$ cat config.mk
export PLATFORM = sky130hd
export DESIGN_NAME = tile_move_arbiter_flat
export DESIGN_NICKNAME = d
export VERILOG_FILES = /design/src/rtl/tile_pkg.sv /design/src/rtl/tile_move_arbiter_if.sv /design/src/rtl/move_target.sv /design/src/rtl/tile_move_arbiter.sv /design/src/flat_wrapper.sv
export SDC_FILE = /design/constraint.sdc
export NUM_CORES = 1
export LEC_CHECK = 0
export BUFFER_PORTS_ARGS = -buffer_cell sky130_fd_sc_hd__buf_4
export CAP_MARGIN = 20
export CORE_MARGIN = 2
export CORE_UTILIZATION = 54
export CTS_BUF_LIST = sky130_fd_sc_hd__clkbuf_8
export DETAILED_ROUTE_END_ITERATION = 12
export MAX_ROUTING_LAYER = met4
export PLACE_DENSITY = 0.86
export SLEW_MARGIN = 5
export SYNTH_ARGS = -nofsm -noshare
export SYNTH_HDL_FRONTEND = slang
export SYNTH_SLANG_ARGS = --single-unit
$ cat constraint.sdc
create_clock -name clk -period 5.3 [get_ports clk]
set_clock_uncertainty 0.2 [all_clocks]
set_input_delay 0.795 -clock clk [delete_from_list [all_inputs] [get_ports clk]]
set_output_delay 0.795 -clock clk [all_outputs]
set_load 0.1 [all_outputs]
$ cat src/rtl/tile_pkg.sv
// Shared encodings for the tile move arbiter: directions, FSM states, player IDs.
package tile_pkg;

    typedef enum logic [1:0] {
        DIR_UP    = 2'b00,
        DIR_DOWN  = 2'b01,
        DIR_LEFT  = 2'b10,
        DIR_RIGHT = 2'b11
    } dir_t;

    typedef enum logic [1:0] {
        ST_IDLE = 2'b00,
        ST_EVAL = 2'b01,
        ST_HOLD = 2'b10
    } state_t;

    localparam logic PLAYERA = 1'b0;
    localparam logic PLAYERB = 1'b1;

    localparam int unsigned POS_W = 4;

endpackage

$ cat src/rtl/tile_move_arbiter_if.sv
// Request/response bundle between the keyboard decoder side and the tile move arbiter.
interface tile_move_arbiter_if #(
    parameter int unsigned HMAXTILE = 9,
    parameter int unsigned VMAXTILE = 5
);
    localparam int unsigned NTILES = (HMAXTILE + 1) * (VMAXTILE + 1);

    logic              reqA;
    logic              reqB;
    logic [1:0]        dirA;
    logic [1:0]        dirB;
    logic [NTILES-1:0] walkAble;
    logic [3:0]        curAh;
    logic [3:0]        curAv;
    logic [3:0]        curBh;
    logic [3:0]        curBv;
    logic              grantA;
    logic              grantB;
    logic              denyA;
    logic              denyB;
    logic              prio;
    logic              busy;

    modport master (
        output reqA, reqB, dirA, dirB, walkAble,
        input  curAh, curAv, curBh, curBv,
        input  grantA, grantB, denyA, denyB, prio, busy
    );

    modport slave (
        input  reqA, reqB, dirA, dirB, walkAble,
        output curAh, curAv, curBh, curBv,
        output grantA, grantB, denyA, denyB, prio, busy
    );

endinterface

$ cat src/rtl/move_target.sv
// Combinational target tile and legality check for one player's move request.
module move_target
    import tile_pkg::*;
#(
    parameter int unsigned HMAXTILE = 9,
    parameter int unsigned VMAXTILE = 5,
    localparam int unsigned NTILES = (HMAXTILE + 1) * (VMAXTILE + 1)
) (
    input  logic [3:0]        pos_h,
    input  logic [3:0]        pos_v,
    input  logic [1:0]        dir,
    input  logic [NTILES-1:0] walk_able,
    input  logic [3:0]        other_h,
    input  logic [3:0]        other_v,
    output logic [3:0]        tgt_h,
    output logic [3:0]        tgt_v,
    output logic              legal
);

    localparam int unsigned IDX_W = $clog2(NTILES);
    localparam logic [3:0] HMAX = 4'(HMAXTILE);
    localparam logic [3:0] VMAX = 4'(VMAXTILE);

    logic             in_bounds;
    logic [IDX_W-1:0] idx;

    // An out-of-bounds move leaves the target on the current tile so idx stays in range.
    always_comb begin
        tgt_h     = pos_h;
        tgt_v     = pos_v;
        in_bounds = 1'b0;
        unique case (dir_t'(dir))
            DIR_UP: begin
                if (pos_v != '0) begin
                    tgt_v     = pos_v - 4'd1;
                    in_bounds = 1'b1;
                end
            end
            DIR_DOWN: begin
                if (pos_v < VMAX) begin
                    tgt_v     = pos_v + 4'd1;
                    in_bounds = 1'b1;
                end
            end
            DIR_LEFT: begin
                if (pos_h != '0) begin
                    tgt_h     = pos_h - 4'd1;
                    in_bounds = 1'b1;
                end
            end
            DIR_RIGHT: begin
                if (pos_h < HMAX) begin
                    tgt_h     = pos_h + 4'd1;
                    in_bounds = 1'b1;
                end
            end
        endcase
    end

    assign idx   = IDX_W'(tgt_v) * IDX_W'(HMAXTILE + 1) + IDX_W'(tgt_h);
    assign legal = in_bounds && walk_able[idx] && !((tgt_h == other_h) && (tgt_v == other_v));

endmodule

$ cat src/rtl/tile_move_arbiter.sv
// Owns both players' tile positions; evaluates, arbitrates and rate-limits move requests.
module tile_move_arbiter
    import tile_pkg::*;
#(
    parameter int unsigned HMAXTILE  = 9,
    parameter int unsigned VMAXTILE  = 5,
    parameter int unsigned COOLDOWN  = 5000000,
    parameter int unsigned CD_W      = 23,
    parameter int unsigned A_START_H = 0,
    parameter int unsigned A_START_V = 0,
    parameter int unsigned B_START_H = 9,
    parameter int unsigned B_START_V = 5
) (
    input  logic         clk,
    input  logic         rst,
    tile_move_arbiter_if.slave io
);

    state_t          state;
    logic [CD_W-1:0] cnt;
    logic            lreq_a;
    logic            lreq_b;
    logic [1:0]      ldir_a;
    logic [1:0]      ldir_b;
    logic [3:0]      a_h;
    logic [3:0]      a_v;
    logic [3:0]      b_h;
    logic [3:0]      b_v;
    logic            prio_q;
    logic            busy_q;
    logic            grant_a;
    logic            grant_b;
    logic            deny_a;
    logic            deny_b;

    logic [3:0]      ta_h;
    logic [3:0]      ta_v;
    logic [3:0]      tb_h;
    logic [3:0]      tb_v;
    logic            legal_a;
    logic            legal_b;
    logic            win_a;
    logic            win_b;

    move_target #(.HMAXTILE(HMAXTILE), .VMAXTILE(VMAXTILE)) u_target_a (
        .pos_h    (a_h),
        .pos_v    (a_v),
        .dir      (ldir_a),
        .walk_able(io.walkAble),
        .other_h  (b_h),
        .other_v  (b_v),
        .tgt_h    (ta_h),
        .tgt_v    (ta_v),
        .legal    (legal_a)
    );

    move_target #(.HMAXTILE(HMAXTILE), .VMAXTILE(VMAXTILE)) u_target_b (
        .pos_h    (b_h),
        .pos_v    (b_v),
        .dir      (ldir_b),
        .walk_able(io.walkAble),
        .other_h  (a_h),
        .other_v  (a_v),
        .tgt_h    (tb_h),
        .tgt_v    (tb_v),
        .legal    (legal_b)
    );

    // Two legal requests for the same tile: the prio player keeps it.
    always_comb begin
        win_a = lreq_a && legal_a;
        win_b = lreq_b && legal_b;
        if (win_a && win_b && (ta_h == tb_h) && (ta_v == tb_v)) begin
            if (prio_q == PLAYERA) begin
                win_b = 1'b0;
            end else begin
                win_a = 1'b0;
            end
        end
    end

    always_ff @(posedge clk or posedge rst) begin
        if (rst) begin
            state   <= ST_IDLE;
            cnt     <= '0;
            lreq_a  <= 1'b0;
            lreq_b  <= 1'b0;
            ldir_a  <= '0;
            ldir_b  <= '0;
            a_h     <= 4'(A_START_H);
            a_v     <= 4'(A_START_V);
            b_h     <= 4'(B_START_H);
            b_v     <= 4'(B_START_V);
            prio_q  <= PLAYERA;
            busy_q  <= 1'b0;
            grant_a <= 1'b0;
            grant_b <= 1'b0;
            deny_a  <= 1'b0;
            deny_b  <= 1'b0;
        end else begin
            grant_a <= 1'b0;
            grant_b <= 1'b0;
            deny_a  <= 1'b0;
            deny_b  <= 1'b0;
            unique case (state)
                ST_IDLE: begin
                    if (io.reqA || io.reqB) begin
                        lreq_a <= io.reqA;
                        lreq_b <= io.reqB;
                        ldir_a <= io.dirA;
                        ldir_b <= io.dirB;
                        state  <= ST_EVAL;
                        busy_q <= 1'b1;
                    end
                end
                ST_EVAL: begin
                    if (win_a) begin
                        a_h <= ta_h;
                        a_v <= ta_v;
                    end
                    if (win_b) begin
                        b_h <= tb_h;
                        b_v <= tb_v;
                    end
                    grant_a <= win_a;
                    grant_b <= win_b;
                    deny_a  <= lreq_a && !win_a;
                    deny_b  <= lreq_b && !win_b;
                    if (lreq_a && lreq_b) begin
                        prio_q <= ~prio_q;
                    end
                    cnt   <= CD_W'(COOLDOWN - 1);
                    state <= ST_HOLD;
                end
                ST_HOLD: begin
                    if (cnt == '0) begin
                        state  <= ST_IDLE;
                        busy_q <= 1'b0;
                        lreq_a <= 1'b0;
                        lreq_b <= 1'b0;
                    end else begin
                        cnt <= cnt - CD_W'(1);
                    end
                end
                default: begin
                    state  <= ST_IDLE;
                    busy_q <= 1'b0;
                end
            endcase
        end
    end

    assign io.curAh  = a_h;
    assign io.curAv  = a_v;
    assign io.curBh  = b_h;
    assign io.curBv  = b_v;
    assign io.grantA = grant_a;
    assign io.grantB = grant_b;
    assign io.denyA  = deny_a;
    assign io.denyB  = deny_b;
    assign io.prio   = prio_q;
    assign io.busy   = busy_q;

endmodule
$ cat src/flat_wrapper.sv
// flat-port wrapper written by rule: the top's interface ports become plain ports
module tile_move_arbiter_flat import tile_pkg::*;
#(
    parameter int unsigned HMAXTILE  = 9,
    parameter int unsigned VMAXTILE  = 5,
    parameter int unsigned COOLDOWN  = 5000000,
    parameter int unsigned CD_W      = 23,
    parameter int unsigned A_START_H = 0,
    parameter int unsigned A_START_V = 0,
    parameter int unsigned B_START_H = 9,
    parameter int unsigned B_START_V = 5
)
  (clk, rst, io_reqA, io_reqB, io_dirA, io_dirB, io_walkAble, io_curAh, io_curAv, io_curBh, io_curBv, io_grantA, io_grantB, io_denyA, io_denyB, io_prio, io_busy);
  tile_move_arbiter_if #(.HMAXTILE(HMAXTILE), .VMAXTILE(VMAXTILE)) io_i ();
  input  logic clk;
  input  logic rst;
  input wire logic [$bits(io_i.reqA)-1:0] io_reqA;
  input wire logic [$bits(io_i.reqB)-1:0] io_reqB;
  input wire logic [$bits(io_i.dirA)-1:0] io_dirA;
  input wire logic [$bits(io_i.dirB)-1:0] io_dirB;
  input wire logic [$bits(io_i.walkAble)-1:0] io_walkAble;
  output wire logic [$bits(io_i.curAh)-1:0] io_curAh;
  output wire logic [$bits(io_i.curAv)-1:0] io_curAv;
  output wire logic [$bits(io_i.curBh)-1:0] io_curBh;
  output wire logic [$bits(io_i.curBv)-1:0] io_curBv;
  output wire logic [$bits(io_i.grantA)-1:0] io_grantA;
  output wire logic [$bits(io_i.grantB)-1:0] io_grantB;
  output wire logic [$bits(io_i.denyA)-1:0] io_denyA;
  output wire logic [$bits(io_i.denyB)-1:0] io_denyB;
  output wire logic [$bits(io_i.prio)-1:0] io_prio;
  output wire logic [$bits(io_i.busy)-1:0] io_busy;
  assign io_i.reqA = io_reqA;
  assign io_i.reqB = io_reqB;
  assign io_i.dirA = io_dirA;
  assign io_i.dirB = io_dirB;
  assign io_i.walkAble = io_walkAble;
  assign io_curAh = io_i.curAh;
  assign io_curAv = io_i.curAv;
  assign io_curBh = io_i.curBh;
  assign io_curBv = io_i.curBv;
  assign io_grantA = io_i.grantA;
  assign io_grantB = io_i.grantB;
  assign io_denyA = io_i.denyA;
  assign io_denyB = io_i.denyB;
  assign io_prio = io_i.prio;
  assign io_busy = io_i.busy;
  tile_move_arbiter #(.HMAXTILE(HMAXTILE), .VMAXTILE(VMAXTILE), .COOLDOWN(COOLDOWN), .CD_W(CD_W), .A_START_H(A_START_H), .A_START_V(A_START_V), .B_START_H(B_START_H), .B_START_V(B_START_V)) u_core (.clk(clk), .rst(rst), .io(io_i));
endmodule
==> qor.csv, run 1 <==
stage;metric;value;unit
routing;dr.first_iter.drc_count;570;
clock_tree;clk_pin_slew;0.10;ns
timing;slew_viol_final;0;
synth;ys_types;93;
routing;detail_route.vias_per_cell;6.757;
clock_tree;clockRootBuffer;clkbuf_8;
routing;drt-pass1-iter-count;5;
timing;tightest_slew;0.7002;ns
place;place_area;0.006948;mm2
global_routing;first_global_vias;5905;
timing;worst_hold_slack;0.2998;ns
flow_run;maxCapViolCount;0;
timing;rsz0062_at_grt;false;
global_routing;grt_usage;32.88;%
floorplan;initial_core_util;55.38;%
timing;fmax;197.1;MHz
place;gp_congestion;1.031;
synth;ys_warn_count;0;
critical_path;crit_path_end_kind;register;
floorplan;design.die.area;0.01203;mm2
layout;layout.nets;877;
hold_path;hp-class;reg2reg;
timing;hold_viol_final;0;
hold_path;worstHoldStart;u_core.cnt[6];
layout;syn_to_final_growth;17.85;%
place;io_buffer_count;89;
critical_path;timing.rr.start;u_core.io.curAh[1];
floorplan;rows;38;
timing;post-route-period-util;95.74;%
timing;slew_headroom;53.32;%
synth;synthesis.area;0.006030;mm2
floorplan;die_y;109.7;um
layout;final_common_cell;buf_4;
synth;synth_flop_cell;dfrtp_1;
layout;drive_above_1_share;27.05;%
critical_path;cpMostUsedCell;nand2_1;
place;dp_hpwl;14.57;mm
clock_tree;clk_path_buf_depth;2;
routing;vias;6291;
layout;final_area;0.007106;mm2
synth;synth-edff-count;0;
timing;period_minus_slack;5.074;ns
synth;synth_cells;708;
critical_path;path_cells;inv_2, ha_2, or4b_1, nand2_1, nand2_1, nand3_1, inv_1, ha_1, ha_1, or2_2, o22ai_4, xnor2_4, mux4_1, mux2i_2, o311ai_4, nand2_1, nand2_2, mux2_2;
floorplan;core_area;0.01089;mm2
layout;antenna_cells;0;
critical_path;critPathMaxFanout;7;
critical_path;setup.worst_path.start;u_core.io.curAh[1];
global_routing;grt-ovfl-total;0;
synth;syn_nets;795;
global_routing;grt_pass1_wl;30.06;mm
outcome;status;finished, final reports clean;
floorplan;chipWidth;109.7;um
clock_tree;cts_resized;0;
floorplan;pin_count;90;
global_routing;antenna_found_initial;0;
clock_tree;cts_tree;built;
critical_path;required;5.32;ns
routing;wire_per_inst;20.76;um
synth;syn_avg_cell_area;8.516;um2
synth;ys_ff_latch;53;
critical_path;path_class;reg2reg;
critical_path;critPathSlowestCell;mux4_1;
clock_tree;cts_made_buffers;5;
routing;drt-total-wl;19.33;mm
clock_tree;postCtsSetupRepairBufs;0;
clock_tree;cts_sinks;53;
synth;async_flop_share;100.0;%
critical_path;cp_slowest_stage_delay;0.60;ns
routing;drcViolationCount;0;
critical_path;worstPathArrival;5.09;ns
clock_tree;h-tree-depth;2;
timing;setup_tns;0;ns
layout;final_cell_mix;buf_4 (121), nor2_1 (54), nand2_1 (48);
clock_tree;cts_hold_buf;0;
critical_path;cp-start-kind;register;
clock_tree;clk_latency;0.33;ns
routing;ant_nets;0;
timing;setup_viol_count_final;0;
global_routing;grt_max_degree;54;
synth;seq_area_frac_synth;22.08;%
cell usage after synthesis (all sizes together), types with 6 or more instances:
library cell | count | share of area [%]
nand2b | 11 | 1.1
or3 | 9 | 0.93
nand2 | 50 | 3.2
or4 | 6 | 0.81
clkbuf | 28 | 1.8
ha | 19 | 3.9
mux4 | 11 | 4.2
mux2i | 25 | 4.2
a221oi | 8 | 1.2
mux2 | 23 | 4.6
xnor2 | 33 | 5.7
o21ai | 42 | 3.5
nor2 | 56 | 3.5
o22ai | 16 | 1.9
nor3 | 28 | 2.6
and3 | 13 | 1.3
nor2b | 13 | 1.3
o211ai | 7 | 0.95
o31ai | 10 | 1.2
a31oi | 8 | 0.83
nor4 | 11 | 1.1
a211oi | 9 | 1.1
buf | 20 | 2.1
inv | 28 | 1.7
o31a | 6 | 0.87
o221ai | 6 | 0.87
a2111oi | 6 | 1.2
a21oi | 22 | 1.8
nand3 | 22 | 1.8
nand3b | 6 | 0.75
xor2 | 20 | 2.9
dfrtp | 49 | 20
registers in the layout, summed over array words and instances, names as in the netlist, 2 cells and up:
name,cells
u_core.state,2
u_core.io.curAh,4
u_core.io.curAv,4
u_core.io.curBv,4
u_core.io.curBh,4
u_core.cnt,23
u_core.ldir_a,2
u_core.ldir_b,2
cell families (layout without fill, tap and decap cells):
family                     Yosys count  in the layout  share of synthesized area, %
buffers and inverters               76            159                         5.582
AOI/OAI and AO/OA                  196            196                         24.32
and+or+nand+nor                    252            252                         22.58
muxes                               59             59                         12.93
xor gates and xnor gates            53             53                         8.570
adders and majority gates           19             19                         3.943
DFF                                 53             53                         22.08
worst paths after layout:
check | slack (ns) | cells past startpoint | end
worst max-delay path | 0.23 | 18 | u_core.io.curBh[1]
worst min-delay path | 0.30 | 1 | u_core.cnt[6]
max in group asynchronous | 4.00 | 3 | u_core.io.curAh[0]
worst max register to register | 0.23 | 18 | u_core.io.curBh[1]
min in group asynchronous | 0.33 | 2 | u_core.cnt[18]
worst min register to register | 0.30 | 1 | u_core.cnt[6]
metrics by stage:
step | util, % | cells | setup slack, ns
global placement | 63.81 | 921 | 0.3049
finish | 65.26 | 931 | 0.2257
floorplan | - | 708 | 0.004979
global route | 65.26 | 931 | 0.02142
CTS | 64.73 | 929 | 0.1452
detailed placement | 63.81 | 921 | 0.1791
layout make-up:
type                       instances  area, um2
inverter                          28      110.1
clock inverter                     2      17.52
clock buffer                       6      82.58
multi-input combinational        579       4448
fill                             886       3782
timing repair buffer             123      933.4
sequential                        53       1339
tap                              140      175.2
critical path, delay by kind of cell (launching register included):
| family | cells | cell delay (ns) |
|---|---|---|
| AOI/OAI and AO/OA | 2 | 0.32 |
| xor gates and xnor gates | 1 | 0.19 |
| adders and majority gates | 3 | 0.70 |
| buffers and inverters | 2 | 0.21 |
| DFF | 1 | 0.48 |
| muxes | 3 | 1.24 |
| and+or+nand+nor | 7 | 1.62 |
metal layers:
| metal | vias up | track usage (%) | share of wire [%] |
|---|---|---|---|
| met2 | 355 | 54.23 | 47 |
| li1 | 2851 | - | - |
| met3 | 55 | 3.320 | 7.8 |
| met1 | 3030 | 41.92 | 42 |
| met4 | 0 | 12.30 | 2.9 |
| met5 | - | - | 0 |
Power of run 1 is left out: the tool's default activity adds up to more than one toggle a clock period on the data nets, which glitch-free logic cannot reach.
==> inputs of run 2 (changes only) <==
--- a/config.mk
+++ b/config.mk
@@ -5,14 +5,16 @@
 export SDC_FILE = /design/constraint.sdc
 export NUM_CORES = 1
 export LEC_CHECK = 0
+export ABC_AREA = 1
 export BUFFER_PORTS_ARGS = -buffer_cell sky130_fd_sc_hd__buf_4
 export CAP_MARGIN = 20
 export CORE_MARGIN = 2
 export CORE_UTILIZATION = 54
 export CTS_BUF_LIST = sky130_fd_sc_hd__clkbuf_8
 export DETAILED_ROUTE_END_ITERATION = 12
+export GPL_TIMING_DRIVEN = 0
 export MAX_ROUTING_LAYER = met4
-export PLACE_DENSITY = 0.86
+export PLACE_DENSITY = 0.87
 export SLEW_MARGIN = 5
 export SYNTH_ARGS = -nofsm -noshare
 export SYNTH_HDL_FRONTEND = slang
==> constraint.sdc (replaced) <==
create_clock -name clk -period 5.3 [get_ports clk]
set_clock_uncertainty 0.2 [all_clocks]
set_input_delay 0.795 -clock clk [delete_from_list [all_inputs] [get_ports clk]]
set_output_delay 0.795 -clock clk [all_outputs]
set_load 0.02 [all_outputs]
==> run 2 against run 1 <==
Global-route usage is 3.3 points lower. Final cell count is 23% higher. Sequential share of layout area rose by 1.2 points. Area after synthesis fell by 5.7%. First-iteration DRC count increased by 12%. Utilization down 0.62 points. Via count rose by 2.0%. Critical path type unchanged. Critical endpoint is now u_core.io.curAh[1]. Highest routed layer unchanged. Critical path depth is 8 higher. Flip-flop and latch count is the same. Setup slack better by 0.34 ns.
==> qor.csv, run 2 <==
stage;metric;value;unit;change
synth;synth_cells;915;;+29%
timing;setup_viol_count_final;0;;unchanged
clock_tree;clk_pin_slew;0.10;ns;about the same
clock_tree;postCtsSetupRepairBufs;0;;unchanged
floorplan;pin_count;90;;unchanged
routing;drt-pass1-iter-count;5;;unchanged
critical_path;critPathMaxFanout;10;;+3
timing;post-route-period-util;89.28;%;-6.5 points
timing;slew_headroom;58.74;%;+5.4 points
floorplan;design.die.area;0.01137;mm2;-5.5%
outcome;status;finished, final reports clean;;
clock_tree;cts_made_buffers;5;;unchanged
floorplan;die_y;106.6;um;-2.8%
synth;async_flop_share;100.0;%;unchanged
critical_path;path_class;reg2reg;;
floorplan;rows;37;;-2.6%
layout;drive_above_1_share;20.24;%;-6.8 points
clock_tree;h-tree-depth;2;;unchanged
synth;seq_area_frac_synth;23.42;%;+1.3 points
synth;synth_top_area_cell;nand2_1;;
critical_path;cp_slowest_stage_delay;0.52;ns;-0.08 ns
synth;synthesis.area;0.005685;mm2;-5.7%
floorplan;initial_core_util;55.32;%;-0.058 points
clock_tree;clockRootBuffer;clkbuf_8;;
layout;layout.nets;1099;;+25%
routing;drt-total-wl;16.15;mm;-16%
routing;dr.first_iter.drc_count;640;;+12%
floorplan;core_area;0.01028;mm2;-5.6%
timing;slew_viol_final;0;;unchanged
layout;syn_to_final_growth;16.86;%;
critical_path;cp-start-kind;register;;
routing;ant_nets;0;;unchanged
routing;wire_per_inst;14.06;um;-32%
clock_tree;cts_hold_buf;0;;unchanged
routing;drcViolationCount;0;;unchanged
layout;largest_reg_flops;23;;unchanged
routing;detail_route.vias_per_cell;5.583;;-17%
synth;syn_avg_cell_area;6.214;um2;-27%
clock_tree;clk_latency;0.31;ns;-0.02 ns
place;dp_hpwl;12.55;mm;-14%
place;io_buffer_count;89;;unchanged
critical_path;crit_path_end_kind;register;;
synth;synth-edff-count;0;;unchanged
critical_path;crit_family;simple AND/OR/NAND/NOR gates;;
place;gp_congestion;1.016;;-1.5%
clock_tree;clk_path_buf_depth;2;;unchanged
critical_path;worstPathArrival;4.73;ns;-0.36 ns
critical_path;required;5.30;ns;-0.02 ns
global_routing;grt_max_degree;42;;-22%
layout;final_cell_mix;nand2_1 (343), nand3_1 (134), buf_4 (97);;
synth;ys_ff_latch;53;;unchanged
global_routing;grt_pass1_wl;27.19;mm;-9.5%
global_routing;first_global_vias;5874;;-0.52%
clock_tree;cts_tree;built;;
clock_tree;cts_sinks;53;;unchanged
synth;ys_types;43;;-54%
clock_tree;cts_resized;0;;unchanged
synth;synth_most_common_cell;nand2_1;;
synth;syn_nets;1002;;+26%
timing;tightest_slew;0.6109;ns;-0.08932 ns
floorplan;chipWidth;106.6;um;-2.8%
layout;antenna_cells;0;;unchanged
synth;synth.area.top_cells;nand2_1 (23%), dfrtp_1 (22%), nand3_1 (12%), inv_1 (4.6%), ha_1 (4.2%);;
timing;period_minus_slack;4.732;ns;-0.3426 ns
synth;synth_top_area_share;22.65;%;+2.3 points
timing;fmax;211.3;MHz;+7.2%
hold_path;hp-class;in2async;;
timing;hold_viol_final;0;;unchanged
routing;vias;6415;;+2.0%
synth;synth_flop_cell;dfrtp_1;;
global_routing;grt_usage;29.60;%;-3.3 points
global_routing;grt-ovfl-total;0;;unchanged
critical_path;critPathSlowestCell;dfrtp_1;;
critical_path;cp.buffers_inverters;6;;+4
critical_path;setup.worst_path.start;u_core.io.curAh[0];;
synth;ys_warn_count;0;;unchanged
layout;final_common_cell;nand2_1;;
global_routing;antenna_found_initial;0;;unchanged
critical_path;cpMostUsedCell;nand2_1;;
timing;setup_tns;0;ns;unchanged
critical_path;timing.rr.start;u_core.io.curAh[0];;
flow_run;maxCapViolCount;0;;unchanged
layout;largest_register;u_core.cnt;;
synth;synth_commonest_cells;nand2_1 (343), nand3_1 (134), inv_1 (70);;
timing;rsz0062_at_grt;false;;
-- run 2: cell count changes after synthesis, sizes merged, moves of 13 or more --
cell / previous run / this run
mux2: 23 / 0
xnor2: 33 / 9
inv: 28 / 89
nand3: 22 / 142
and3: 13 / 0
nand2: 50 / 370
nor2b: 13 / 0
nor3: 28 / 7
nand4: 3 / 23
mux2i: 25 / 1
clkbuf: 28 / 6
-- run 2: worst register-to-register path, delay by kind of cell, from the launching register on --
family,cells,cell delay (ns)
AND/OR/NAND/NOR,17,1.64
buffers and inverters,6,1.25
adder cells (fa/ha/maj),2,0.57
flip-flops,1,0.52
AO/OA/AOI/OAI,1,0.45
-- run 2: layer usage --
layer | wire, um | global-route usage [%]
met5 | 0 | -
met2 | 7378 | 45.09
met4 | 308 | 7.885
met1 | 7013 | 41.75
met3 | 1449 | 3.830
-- run 2: metrics by stage --
step	cell area (um2)	setup slack (ns)	hold WS [ns]	instances	util, %
6_report	6644	0.5682	0.2218	1149	64.65
3_3_place_gp	6524	0.7810	0.2812	1140	63.48
2_1_floorplan	5685	1.645	0.2555	915	-
5_1_grt	6644	0.2712	0.2415	1149	64.65
4_1_cts	6644	0.7055	0.2284	1149	64.65
3_5_place_dp	6544	0.7357	0.2802	1141	63.67
-- run 2: cell families (layout without fill, tap and decap cells) --
| kind of cell | after synthesis | in the layout | share of synthesized area (%) |
|---|---|---|---|
| xor+xnor | 30 | 30 | 4.754 |
| buf+inv | 122 | 220 | 9.463 |
| simple gates | 617 | 617 | 50.77 |
| mux | 1 | 1 | 0.1761 |
| flops | 53 | 53 | 23.42 |
| fa+ha+maj | 19 | 19 | 4.181 |
| compound gates | 73 | 73 | 7.240 |
-- run 2: layout make-up --
type	instances	area, um2
sequential	53	1331
clock inverter	2	17.52
inverter	91	341.6
fill	952	3633
clock buffer	6	82.58
tap	136	170.2
buffer	31	196.4
multi-input combinational	740	3816
timing repair buffer	90	688.2
-- run 2: final timing paths --
check                           slack (ns)  cells past startpoint                 end
min in group clk                      0.31                      2      u_core.cnt[22]
worst min-delay path                  0.22                      2    u_core.io.grantB
worst min register to register        0.31                      2      u_core.cnt[22]
worst max register to register        0.57                     26  u_core.io.curAh[1]
worst max-delay path                  0.57                     26  u_core.io.curAh[1]
max in group asynchronous             4.12                      3  u_core.io.curBv[2]
Power of run 2 is left out for the same reason.
==> inputs of run 3 (changes only) <==
--- a/config.mk
+++ b/config.mk
@@ -5,7 +5,6 @@
 export SDC_FILE = /design/constraint.sdc
 export NUM_CORES = 1
 export LEC_CHECK = 0
-export ABC_AREA = 1
 export BUFFER_PORTS_ARGS = -buffer_cell sky130_fd_sc_hd__buf_4
 export CAP_MARGIN = 20
 export CORE_MARGIN = 2
@@ -14,8 +13,8 @@
 export DETAILED_ROUTE_END_ITERATION = 12
 export GPL_TIMING_DRIVEN = 0
 export MAX_ROUTING_LAYER = met4
-export PLACE_DENSITY = 0.87
-export SLEW_MARGIN = 5
+export PLACE_DENSITY = 0.86
+export SLEW_MARGIN = 30
 export SYNTH_ARGS = -nofsm -noshare
 export SYNTH_HDL_FRONTEND = slang
 export SYNTH_SLANG_ARGS = --single-unit
==> run 3 against run 2 <==
Cell area rose by 12%. Non-clock buffer count rose by 35. Register-to-register slack got worse by 0.39 ns. Global-route usage rose by 5.4 points. Hold slack improved by 0.086 ns. Sequential share of layout area fell by 2.2 points. Setup slack got worse by 0.39 ns. Highest routed layer unchanged.
==> qor.csv, run 3 (synthesis results as in run 1) <==
stage;metric;value;unit;change
hold_path;hold_end;u_core.cnt[16];;
layout;final_common_cell;buf_4;;
critical_path;worstPathArrival;5.14;ns;+0.41 ns
timing;fmax;195.3;MHz;-7.6%
layout;layout.nets;910;;-17%
routing;wire_per_inst;21.19;um;+51%
timing;setup_viol_count_final;0;;unchanged
floorplan;initial_core_util;55.38;%;+0.058 points
critical_path;timing.rr.end;u_core.io.curAh[2];;
floorplan;pin_count;90;;unchanged
floorplan;chipWidth;109.7;um;+2.9%
place;place_inst;937;;-18%
layout;fillers;831;;-13%
floorplan;die_y;109.7;um;+2.9%
routing;drcViolationCount;0;;unchanged
routing;vias;6447;;+0.50%
routing;detail_route.vias_per_cell;6.695;;+20%
timing;setup_ws;0.1790;ns;-0.3893 ns
timing;slew_viol_final;0;;unchanged
critical_path;critPathMaxFanout;10;;unchanged
layout;utilization;68.55;%;+3.9 points
clock_tree;h-tree-depth;2;;unchanged
global_routing;grt_max_degree;54;;+29%
hold_path;hp-class;reg2reg;;
global_routing;grt_pass1_wl;31.81;mm;+17%
floorplan;rows;38;;+2.7%
timing;period_minus_slack;5.121;ns;+0.3893 ns
routing;ant_nets;0;;unchanged
hold_path;min_path_cells;1;;
global_routing;grt_usage;35.00;%;+5.4 points
clock_tree;clk_path_buf_depth;2;;unchanged
layout;final_area;0.007463;mm2;+12%
clock_tree;cts_tree;built;;
critical_path;path_class;reg2reg;;
global_routing;antenna_found_initial;0;;unchanged
floorplan;design.die.area;0.01203;mm2;+5.8%
critical_path;crit_path_end_kind;register;;
clock_tree;cts_made_buffers;5;;unchanged
clock_tree;clockRootBuffer;clkbuf_8;;
floorplan;core_area;0.01089;mm2;+5.9%
layout;syn_to_final_growth;23.78;%;
place;io_buffer_count;89;;unchanged
timing;post-route-period-util;96.62;%;+7.3 points
layout;largest_register;u_core.cnt;;
timing;slew_headroom;45.63;%;-13 points
routing;drt-pass1-iter-count;5;;unchanged
place;gp_congestion;1.006;;-1.0%
clock_tree;cts_sinks;53;;unchanged
layout;layoutNonFillerInstCount;963;;-16%
timing;hold_viol_final;0;;unchanged
timing;tightest_slew;0.8097;ns;+0.1989 ns
clock_tree;cts_hold_buf;0;;unchanged
hold_path;worstHoldStart;u_core.cnt[16];;
critical_path;required;5.32;ns;+0.02 ns
critical_path;timing.rr.start;u_core.io.curAh[0];;
critical_path;rr_worst_depth;20;;-23%
outcome;status;finished, final reports clean;;
critical_path;cp-start-kind;register;;
critical_path;reg2reg_slack;0.18;ns;-0.39 ns
routing;drt-total-wl;20.40;mm;+26%
layout;drive_above_1_share;31.11;%;+11 points
place;place_area;0.006919;mm2;+5.7%
layout;antenna_cells;0;;unchanged
flow_run;maxCapViolCount;0;;unchanged
place;detailedPlace.worstSlack;-0.8950;ns;-1.631 ns
global_routing;first_global_vias;6154;;+4.8%
clock_tree;clk_latency;0.32;ns;about the same
layout;final_cell_mix;buf_4 (113), nor2_1 (55), dfrtp_1 (49);;
routing;dr.first_iter.drc_count;654;;+2.2%
layout;largest_reg_flops;23;;unchanged
global_routing;grt-ovfl-total;0;;unchanged
clock_tree;clk_pin_slew;0.10;ns;about the same
place;dp_hpwl;15.30;mm;+22%
## run 3: timing repair
item,in CTS,in global routing
endpoints found under the setup margin,20,20
buffers inserted,11,10
gates resized for setup,28,48
pin swaps,5,10
## run 3: worst max-delay path, cell delays in order, from the launching register on
cell and delay (ns):
dfrtp_1 0.42, clkbuf_4 0.24, inv_2 0.11, ha_2 0.20
or4b_4 0.51, nand2_2 0.17, nand2_1 0.09, nand3_2 0.14
inv_1 0.06, ha_1 0.24, ha_1 0.25, or2_2 0.34
o22ai_4 0.21, xnor2_4 0.23, mux4_2 0.58, mux2i_4 0.24
o311ai_4 0.13, nand2_2 0.14, nor3_4 0.06, buf_12 0.15
mux2_4 0.29
## run 3: stage by stage
stage	TNS, ns	hold slack, ns
final	0	0.3077
after global routing	-0.05631	0.3423
after CTS	0	0.3077
after detailed placement	-14.33	0.2956
after global placement	-13.85	0.2776
after floorplan	0	0.2575
## run 3: worst max path at each step
| stage | startpoint | end | slack [ns] | cells after the start |
|---|---|---|---|---|
| 2_1_floorplan | u_core.io.curBh[0] | u_core.io.curAv[1] | 0.008 | 24 |
| 3_3_place_gp | u_core.io.curBh[0] | u_core.io.curAv[2] | -0.87 | 24 |
| 3_5_place_dp | u_core.io.curBh[0] | u_core.io.curAh[2] | -0.89 | 24 |
| 4_1_cts | u_core.io.curBh[0] | u_core.io.curAh[2] | 0.004 | 25 |
| 5_1_grt | u_core.io.curBv[1] | u_core.io.curAv[1] | -0.02 | 16 |
| 6_report | u_core.io.curAh[0] | u_core.io.curAh[2] | 0.18 | 20 |
## run 3: cell type report
| cell class | instances | area [um2] | area share [%] |
|---|---|---|---|
| clock buffer | 5 | 68.82 | 0.9220 |
| buffer | 46 | 314.1 | 4.208 |
| tap | 140 | 175.2 | 2.347 |
| multi-input combinational | 579 | 4614 | 61.83 |
| clock inverter | 2 | 13.76 | 0.1844 |
| sequential | 53 | 1331 | 17.84 |
| inverter | 28 | 107.6 | 1.442 |
| timing repair buffer | 110 | 838.3 | 11.23 |
## run 3: layer usage
metal / global-route usage (%) / wire length (um)
met2: 57.80 / 9922
met3: 4.149 / 1450
met5: - / 0
met4: 14.65 / 773
met1: 43.52 / 8256
Power of run 3 is left out for the same reason.
